===== src/rtl/ram_pkg.sv =====
// Shared types and constants for the parametrised RAM.
// Holds the init FSM state enum, default sizes and the DEPTH helper.
package ram_pkg;

   typedef enum logic {
      INIT  = 1'b0,
      READY = 1'b1
   } ram_state_e;

   localparam int DATA_W_DEF = 16;
   localparam int ADDR_W_DEF = 6;

   function automatic int depth(input int aw);
      return 1 << aw;
   endfunction

endpackage


===== src/rtl/ram_init_seq.sv =====
// Zero-initialisation sequencer: walks every address once after reset.
// Ports: clk, rst_n in; init_we_o, init_addr_o, busy_o out.
module ram_init_seq
   import ram_pkg::*;
#(
   parameter int ADDR_W = ADDR_W_DEF
) (
   input  logic              clk,
   input  logic              rst_n,
   output logic              init_we_o,
   output logic [ADDR_W-1:0] init_addr_o,
   output logic              busy_o
);

   localparam int            DEPTH = depth(ADDR_W);
   localparam logic [ADDR_W:0] LAST = (ADDR_W+1)'(DEPTH - 1);
   localparam logic [ADDR_W:0] ONE  = (ADDR_W+1)'(1);

   ram_state_e      state_q, state_d;
   logic [ADDR_W:0] cnt_q, cnt_d;

   always_ff @(posedge clk or negedge rst_n) begin
      if (!rst_n) begin
         state_q <= INIT;
         cnt_q   <= '0;
      end else begin
         state_q <= state_d;
         cnt_q   <= cnt_d;
      end
   end

   always_comb begin
      state_d   = state_q;
      cnt_d     = cnt_q;
      init_we_o = 1'b0;
      unique case (state_q)
         INIT: begin
            init_we_o = 1'b1;
            cnt_d     = cnt_q + ONE;
            if (cnt_q == LAST) state_d = READY;
         end
         READY: begin
            state_d = READY;
         end
         default: state_d = INIT;
      endcase
   end

   assign init_addr_o = cnt_q[ADDR_W-1:0];
   assign busy_o      = (state_q == INIT);

endmodule


===== src/rtl/ram_param.sv =====
// Single-port RAM, registered read with valid strobe, zeroed after reset.
// Ports: clk, rst_n, address, in, load, rd_en in; out, out_valid, busy out.
// Build option RAM_WRITE_FIRST_EN selects write-first same-cycle bypass.
module ram_param
   import ram_pkg::*;
#(
   parameter int DATA_W = DATA_W_DEF,
   parameter int ADDR_W = ADDR_W_DEF
) (
   input  logic              clk,
   input  logic              rst_n,
   input  logic [ADDR_W-1:0] address,
   input  logic [DATA_W-1:0] in,
   input  logic              load,
   input  logic              rd_en,
   output logic [DATA_W-1:0] out,
   output logic              out_valid,
   output logic              busy
);

   localparam int DEPTH = depth(ADDR_W);

   logic [DATA_W-1:0] mem [DEPTH];

   logic              init_we;
   logic [ADDR_W-1:0] init_addr;

   logic              we;
   logic [ADDR_W-1:0] wa;
   logic [DATA_W-1:0] wd;
   logic              rd_acc;
   logic [DATA_W-1:0] rdata;

   logic [DATA_W-1:0] out_q, out_d;
   logic              vld_q, vld_d;

   ram_init_seq #(.ADDR_W(ADDR_W)) u_init (
      .clk        (clk),
      .rst_n      (rst_n),
      .init_we_o  (init_we),
      .init_addr_o(init_addr),
      .busy_o     (busy)
   );

   // The sequencer owns the write port until init completes.
   always_comb begin
      we     = load;
      wa     = address;
      wd     = in;
      rd_acc = rd_en & ~busy;
      if (busy) begin
         we = init_we;
         wa = init_addr;
         wd = '0;
      end
   end

`ifdef RAM_WRITE_FIRST_EN
   always_comb begin
      rdata = mem[address];
      if (load) rdata = in;
   end
`else
   always_comb begin
      rdata = mem[address];
   end
`endif

   always_ff @(posedge clk) begin
      if (we) mem[wa] <= wd;
   end

   always_comb begin
      out_d = out_q;
      vld_d = rd_acc;
      if (rd_acc) out_d = rdata;
   end

   always_ff @(posedge clk or negedge rst_n) begin
      if (!rst_n) begin
         out_q <= '0;
         vld_q <= 1'b0;
      end else begin
         out_q <= out_d;
         vld_q <= vld_d;
      end
   end

   assign out       = out_q;
   assign out_valid = vld_q;

endmodule


===== config.mk =====
export PLATFORM = sky130hd
export DESIGN_NAME = ram_param
export DESIGN_NICKNAME = d
export VERILOG_FILES = /design/src/rtl/ram_pkg.sv /design/src/rtl/ram_init_seq.sv /design/src/rtl/ram_param.sv
export SDC_FILE = /design/constraint.sdc
export NUM_CORES = 1
export LEC_CHECK = 0
export ABC_AREA = 1
export BUFFER_PORTS_ARGS = -buffer_cell sky130_fd_sc_hd__buf_4
export CELL_PAD_IN_SITES_DETAIL_PLACEMENT = 1
export CELL_PAD_IN_SITES_GLOBAL_PLACEMENT = 2
export CORE_ASPECT_RATIO = 1.4
export CORE_MARGIN = 2
export CORE_UTILIZATION = 40
export DETAILED_ROUTE_END_ITERATION = 8
export GPL_TIMING_DRIVEN = 0
export MAX_ROUTING_LAYER = met4
export PLACE_DENSITY = 0.86
export SYNTH_ARGS = -nofsm -noshare
export SYNTH_HDL_FRONTEND = slang
export SYNTH_SLANG_ARGS = --single-unit

===== constraint.sdc =====
create_clock -name clk -period 2.4 [get_ports clk]
set_input_delay 0.24 -clock clk [delete_from_list [all_inputs] [get_ports clk]]
set_output_delay 0.24 -clock clk [all_outputs]
set_load 0.02 [all_outputs]

==> flow_metrics.tcl, run 1 <==
set metrics [dict create \
    status "complete, but fails checks" \
    violations "negative setup slack" \
    finalCritPeriodShare_pct 102 \
    syn_to_final_growth_pct 20.3 \
    hpwlAfterDp_microns 108000 \
    grt_max_degree 65 \
    worstSetupStartpoint "address[3]" \
    final_antenna_net_count 0 \
    synthFlopType "edfxtp_1" \
    via_count 31000 \
    first_pass_iters 5 \
    r2r_start "u_init.state_q$_DFF_PN0_" \
    start_kind "primary input" \
    crit_end "out[0]$_DFFE_PN0P_" \
    pwr-share-clk_pct 42.2 \
    nFillCells 10900 \
    slew_headroom_pct 26.7 \
    report.final.slew_viol_count 0 \
    preCtsSetupSlack_ns -0.962 \
    worstSkewPairLatency_ns 0.74 \
    core-area_sq_mm 0.105 \
    fp.dieH_microns 390 \
    rsz0062_at_grt "yes" \
    worst_setup_path_end_kind "flip-flop" \
    synth_area_per_cell_sq_um 11.9 \
    synth_top_area_cell "edfxtp_1" \
    clock_path_buffers 3 \
    synth-edff-count 1024 \
    routed_wl_microns 160000 \
    clk_pin_slew_ns 0.07 \
    ys_warn_count 0 \
    powerDensity_mw_per_mm2 750 \
    criticalPathCategory "in -> reg" \
    antenna_found_initial 4 \
    dieArea_sq_mm 0.109 \
    finalSetupViolCount 10 \
    grt_pass1_vias 32300 \
    synthTopCellsByCount "1250 x nand2_1, 1024 x edfxtp_1, 934 x nand3_1" \
    holdCritPathClass "in -> reg" \
    peakVddDrop_uv 572 \
    tns_ns -0.0903 \
    root_buffer "clkbuf_16" \
    seqPwrFrac_pct 51.6 \
    synth_top_area_share_pct 72.3 \
    rows 141 \
    comb_power_share_pct 6.3 \
    worst_r2r_path_depth 7 \
    yosysMostFrequentCell "nand2_1" \
    switching_power_w 0.00897 \
    timing.fmax_ghz 0.410 \
    ios 44 \
    switching_share_pct 23.4 \
    drc 0 \
    drtIter0Drc 3285 \
    reg2reg_slack_ns -0.01 \
    skew_ns 0.0440 \
    detail_route.wl_per_cell_microns 29.9 \
    drive_above_1_share_pct 16.3 \
    cts-htree-levels 3 \
    die_x_microns 280 \
    vias_per_cell 5.82 \
    hold_viol_final 0 \
    post-route-min-period_ns 2.44 \
    final_nets 3912 \
    worst_slew_pin_slew_ns 1.10 \
    cp.arrival_ns 3.05 \
    max_cap_violations 0 \
    async_flop_share_pct 2.38 \
    ys_ff_latch 1049 \
    grt_pass1_wl_microns 227000 \
    p_leak_nw 18.0 \
    cts_tree "done" \
    groute.usage.overall_pct 30.2 \
    clock_sinks 1049 \
    numCtsBuffers 98 \
    synth_nets 3615 \
    io_buffers 39 \
    setup_ws_ns -0.0403 \
    cp.required_ns 3.01 \
    synth_area_leaders "edfxtp_1 72%, nand2_1 11%, nand3_1 11%" \
    intPower_w 0.0294 \
    worst-path-max-fanout 10 \
    start_util_pct 40.3 \
    syn_area_sq_mm 0.0425 \
    grt_overflow 0 \
    ys_types 27 \
    worstReg2RegEnd "mem[62][14]$_DFFE_PP_" \
    synthCells 3588 \
    gp_congestion 1.01 \
    seq_area_frac_synth_pct 73.8 \
]
## power by group through the flow
stage | logic [W] | clock network, W | registers, W
5_1_grt | 0.00255 | 0.0169 | 0.0198
3_5_place_dp | 0.00227 | 0 | 0.0202
6_report | 0.00240 | 0.0162 | 0.0198
2_1_floorplan | 0.00128 | 0 | 0.0202
4_1_cts | 0.00230 | 0.0162 | 0.0198
3_3_place_gp | 0.00221 | 0 | 0.0202
## cells by family after synthesis
group / Yosys count / share of synthesized area (%)
fa+ha+maj: 1 / 0.0294
buf+inv: 261 / 2.93
simple gates: 2265 / 23.0
compound gates: 7 / 0.153
flops: 1049 / 73.8
xor+xnor: 5 / 0.103
## cell type report
class / count / area, sq um / area share, %
inverter: 34 / 184 / 0.360
timing repair buffer: 197 / 2940 / 5.75
antenna: 3 / 7.51 / 0.0147
sequential: 1049 / 31400 / 61.4
clock buffer: 119 / 2590 / 5.07
buffer: 227 / 1130 / 2.21
tap: 1358 / 1700 / 3.32
clock inverter: 67 / 681 / 1.33
multi-input combinational: 2278 / 10500 / 20.6
## sequential cells by signal, indices dropped and copies added (netlist names)
signal / cells
u_init.cnt_q: 7
mem: 1024
out_valid: 1
u_init.state_q: 1
out: 16
## per-layer routing
layer  part of all wire [%]  global-route usage (%)  vias up
met5                      0                       -        -
met1                     35                    33.0    15700
met4                    8.3                    21.1        0
met3                    7.0                    4.75      525
li1                       -                       -    13200
met2                     50                    50.7     1492
## critical path, cell delays in order
cell and delay (ns):
buf_4 0.15, clkbuf_1 0.83, buf_1 0.54, nand3_1 0.14
nand2_1 0.42, nand2_1 0.17, nand3_1 0.22, nand2_1 0.18
nand2_1 0.09, nand2_1 0.05
## repair_timing
item	CTS	global route
buffers inserted	62	12
hold buffers	5	0
pin swaps	54	8
endpoints found under the hold margin	33	0
resized for setup	99	13
setup endpoints to repair	1687	1005
## layout by cell type (no fill, tap or decap), types with 39 or more instances in the layout
cell type	instances
edfxtp_1	1024
buf_12	49
nor2_4	62
buf_8	39
buf_2	176
clkbuf_1	43
clkbuf_16	100
buf_4	85
nand2_1	1246
nand3_1	930
## metrics by stage
stage          cells  util [%]  total power, W  hold WS (ns)  cell area [sq um]
2_1_floorplan   3588         -          0.0215       -0.0556              42500
3_3_place_gp    4985      42.2          0.0224         0.179              44500
3_5_place_dp    5064      43.9          0.0224         0.184              46300
4_1_cts         5317      48.3          0.0383        0.0290              51000
5_1_grt         5330      48.5          0.0392        0.0782              51100
6_report        5332      48.5          0.0384        0.0715              51100
## how the worst min path moves through the flow
stage	end	cells after the start	slack, ns	startpoint
global placement	out[3]$_DFFE_PN0P_	1	0.18	rst_n
floorplan	out[0]$_DFFE_PN0P_	0	-0.06	rst_n
global route	mem[49][5]$_DFFE_PP_	3	0.08	in[5]
detailed placement	out[2]$_DFFE_PN0P_	1	0.18	rst_n
CTS	out[15]$_DFFE_PN0P_	5	0.03	address[5]
finish	mem[54][11]$_DFFE_PP_	3	0.07	in[11]
(Power assumes the default switching activity.)
==> inputs of run 2 (changes only) <==
- BUFFER_PORTS_ARGS: -buffer_cell sky130_fd_sc_hd__buf_4 -> -buffer_cell sky130_fd_sc_hd__buf_2
- CORE_UTILIZATION: 40 -> 35
- PLACE_DENSITY: 0.86 -> 0.78
==> run 2 against run 1 <==
Compared with the run above: the run still ends with negative setup slack left; design area unchanged; first-iteration DRC count down 11%; via count down 2.5%; combinational power down 2%; sequential cell count unchanged; largest cell class unchanged.
==> flow_metrics.tcl, run 2 (same netlist as run 1, synthesis figures left out) <==
set metrics [dict create \
    gp_congestion 0.939 \
    clock_path_buffers 3 \
    slowest_delay_ns 0.44 \
    criticalPathCategory "reg -> reg" \
    post-route-min-period_ns 2.44 \
    mostFrequentLayoutCell "nand2_1" \
    drtIter0Drc 2926 \
    die_x_microns 299 \
    max_cap_violations 0 \
    worst_hold_slack_ns 0.0754 \
    finalCritPeriodShare_pct 102 \
    worstSkewPairLatency_ns 0.72 \
    cpMostUsedCell "buf_8" \
    crit_path_top_delay_cell "dfrtp_2" \
    p_leak_nw 17.9 \
    holdCritPathClass "in -> reg" \
    tns_ns -0.873 \
    status "complete, but fails checks" \
    crit_chain "buf_8 > nand2_1 > o21ai_4 > inv_2 > nand3_4 > nor2_4 > buf_8" \
    cts_tree "done" \
    preCtsSetupSlack_ns -1.08 \
    violations "negative setup slack" \
    stdcell_count 5563 \
    antenna_found_initial 7 \
    core-area_sq_mm 0.121 \
    powerDensity_mw_per_mm2 747 \
    largest_register_ffs 1024 \
    grt_max_degree 65 \
    cp.required_ns 2.81 \
    worst-path-max-fanout 11 \
    start_util_pct 35.2 \
    worst_slew_pin_slew_ns 1.16 \
    io_buffers 39 \
    final_cell_mix "1246 x nand2_1, 1024 x edfxtp_1, 930 x nand3_1" \
    root_buffer "clkbuf_16" \
    worst_setup_path_end_kind "flip-flop" \
    grt_overflow 0 \
    ios 44 \
    timing.fmax_ghz 0.410 \
    utilization_pct 42.4 \
    skew_ns 0.0236 \
    hold_viol_final 0 \
    dieArea_sq_mm 0.124 \
    grt_pass1_vias 31400 \
    fp.dieH_microns 416 \
    detail_route.wl_per_cell_microns 28.3 \
    first_pass_iters 6 \
    setup_ws_ns -0.0377 \
    report.final.slew_viol_count 0 \
    numCtsBuffers 101 \
    cp.arrival_ns 2.85 \
    grt_pass1_wl_microns 223000 \
    clock_sinks 1049 \
    finalSetupViolCount 65 \
    regMostFlops "mem" \
    syn_to_final_growth_pct 20.3 \
    final_antenna_net_count 0 \
    drive_above_1_share_pct 15.9 \
    slew_headroom_pct 22.4 \
    drc 0 \
    rows 151 \
    hpwlAfterDp_microns 110000 \
    dp_cells 5303 \
    clk_pin_slew_ns 0.07 \
    nFillCells 12700 \
    groute.usage.overall_pct 26.0 \
    via_count 30200 \
    vias_per_cell 5.43 \
    peakVddDrop_uv 580 \
    cts-htree-levels 3 \
    routed_wl_microns 158000 \
    final_nets 3896 \
    start_kind "flip-flop" \
]
[run 2: cell count changes in the layout (fill, tap and decap cells not counted), sizes merged]
cell	change
bufinv	-2
dlygate4sd3	-2
buf	-17
clkbuf	-5
clkinvlp	+2
diode	+1
clkinv	+6
[run 2: report_power, final]
group	switching (W)	internal [W]	leakage [nW]
sequential	0	0.0198	7.46
combinational	0.00178	0.000572	8.86
clock	0.00712	0.00896	1.58
total	0.00890	0.0293	17.9
[run 2: cell type report]
cell class	count	area, sq um	share of cell area (%)
diodes	4	10.0	0.0196
plain buffers	227	1130	2.20
clock buffers	114	2600	5.08
clock inverters	73	664	1.30
inverters	34	188	0.367
multi-input cells	2278	10500	20.6
flip-flops and latches	1049	31400	61.4
well taps	1606	2010	3.93
repair buffers	178	2630	5.13
[run 2: repair_timing]
action | in CTS | in global routing
setup endpoints to repair | 1625 | 816
endpoints found under the hold margin | 31 | 0
setup buffers | 57 | 10
hold buffers | 2 | 0
pin swaps | 41 | 11
gates resized for setup | 101 | 13
[run 2: through the flow]
step | total power [W] | area (sq um)
global route | 0.0392 | 51100
finish | 0.0382 | 51100
floorplan | 0.0215 | 42500
global placement | 0.0224 | 44700
detailed placement | 0.0225 | 46300
CTS | 0.0383 | 50900
[run 2: path summary, 6_finish.rpt]
kind                                          startpoint                        to  slack [ns]  cells after the start
worst min-delay path                              in[14]     mem[59][14]$_DFFE_PP_        0.08                      3
worst max register to register  u_init.state_q$_DFF_PN0_      mem[31][5]$_DFFE_PP_       -0.04                      7
max in group asynchronous                          rst_n  u_init.state_q$_DFF_PN0_        1.73                      2
worst min register to register        out[6]$_DFFE_PN0P_        out[6]$_DFFE_PN0P_        0.47                      2
worst max-delay path            u_init.state_q$_DFF_PN0_      mem[31][5]$_DFFE_PP_       -0.04                      7
min in group asynchronous                          rst_n        out[3]$_DFFE_PN0P_        0.13                      2
[run 2: worst max-delay path: cells and delay by family (launching register included)]
kind	cells	cell delay (ns)
AOI/OAI and AO/OA	1	0.16
buffers and inverters	3	0.58
DFF	1	0.44
and+or+nand+nor	3	0.91
[run 2: per-layer routing]
metal,GRT usage (%),routed length [microns]
met1,28.7,56800
met2,44.5,80100
met3,2.89,9260
met4,16.7,11500
met5,-,0
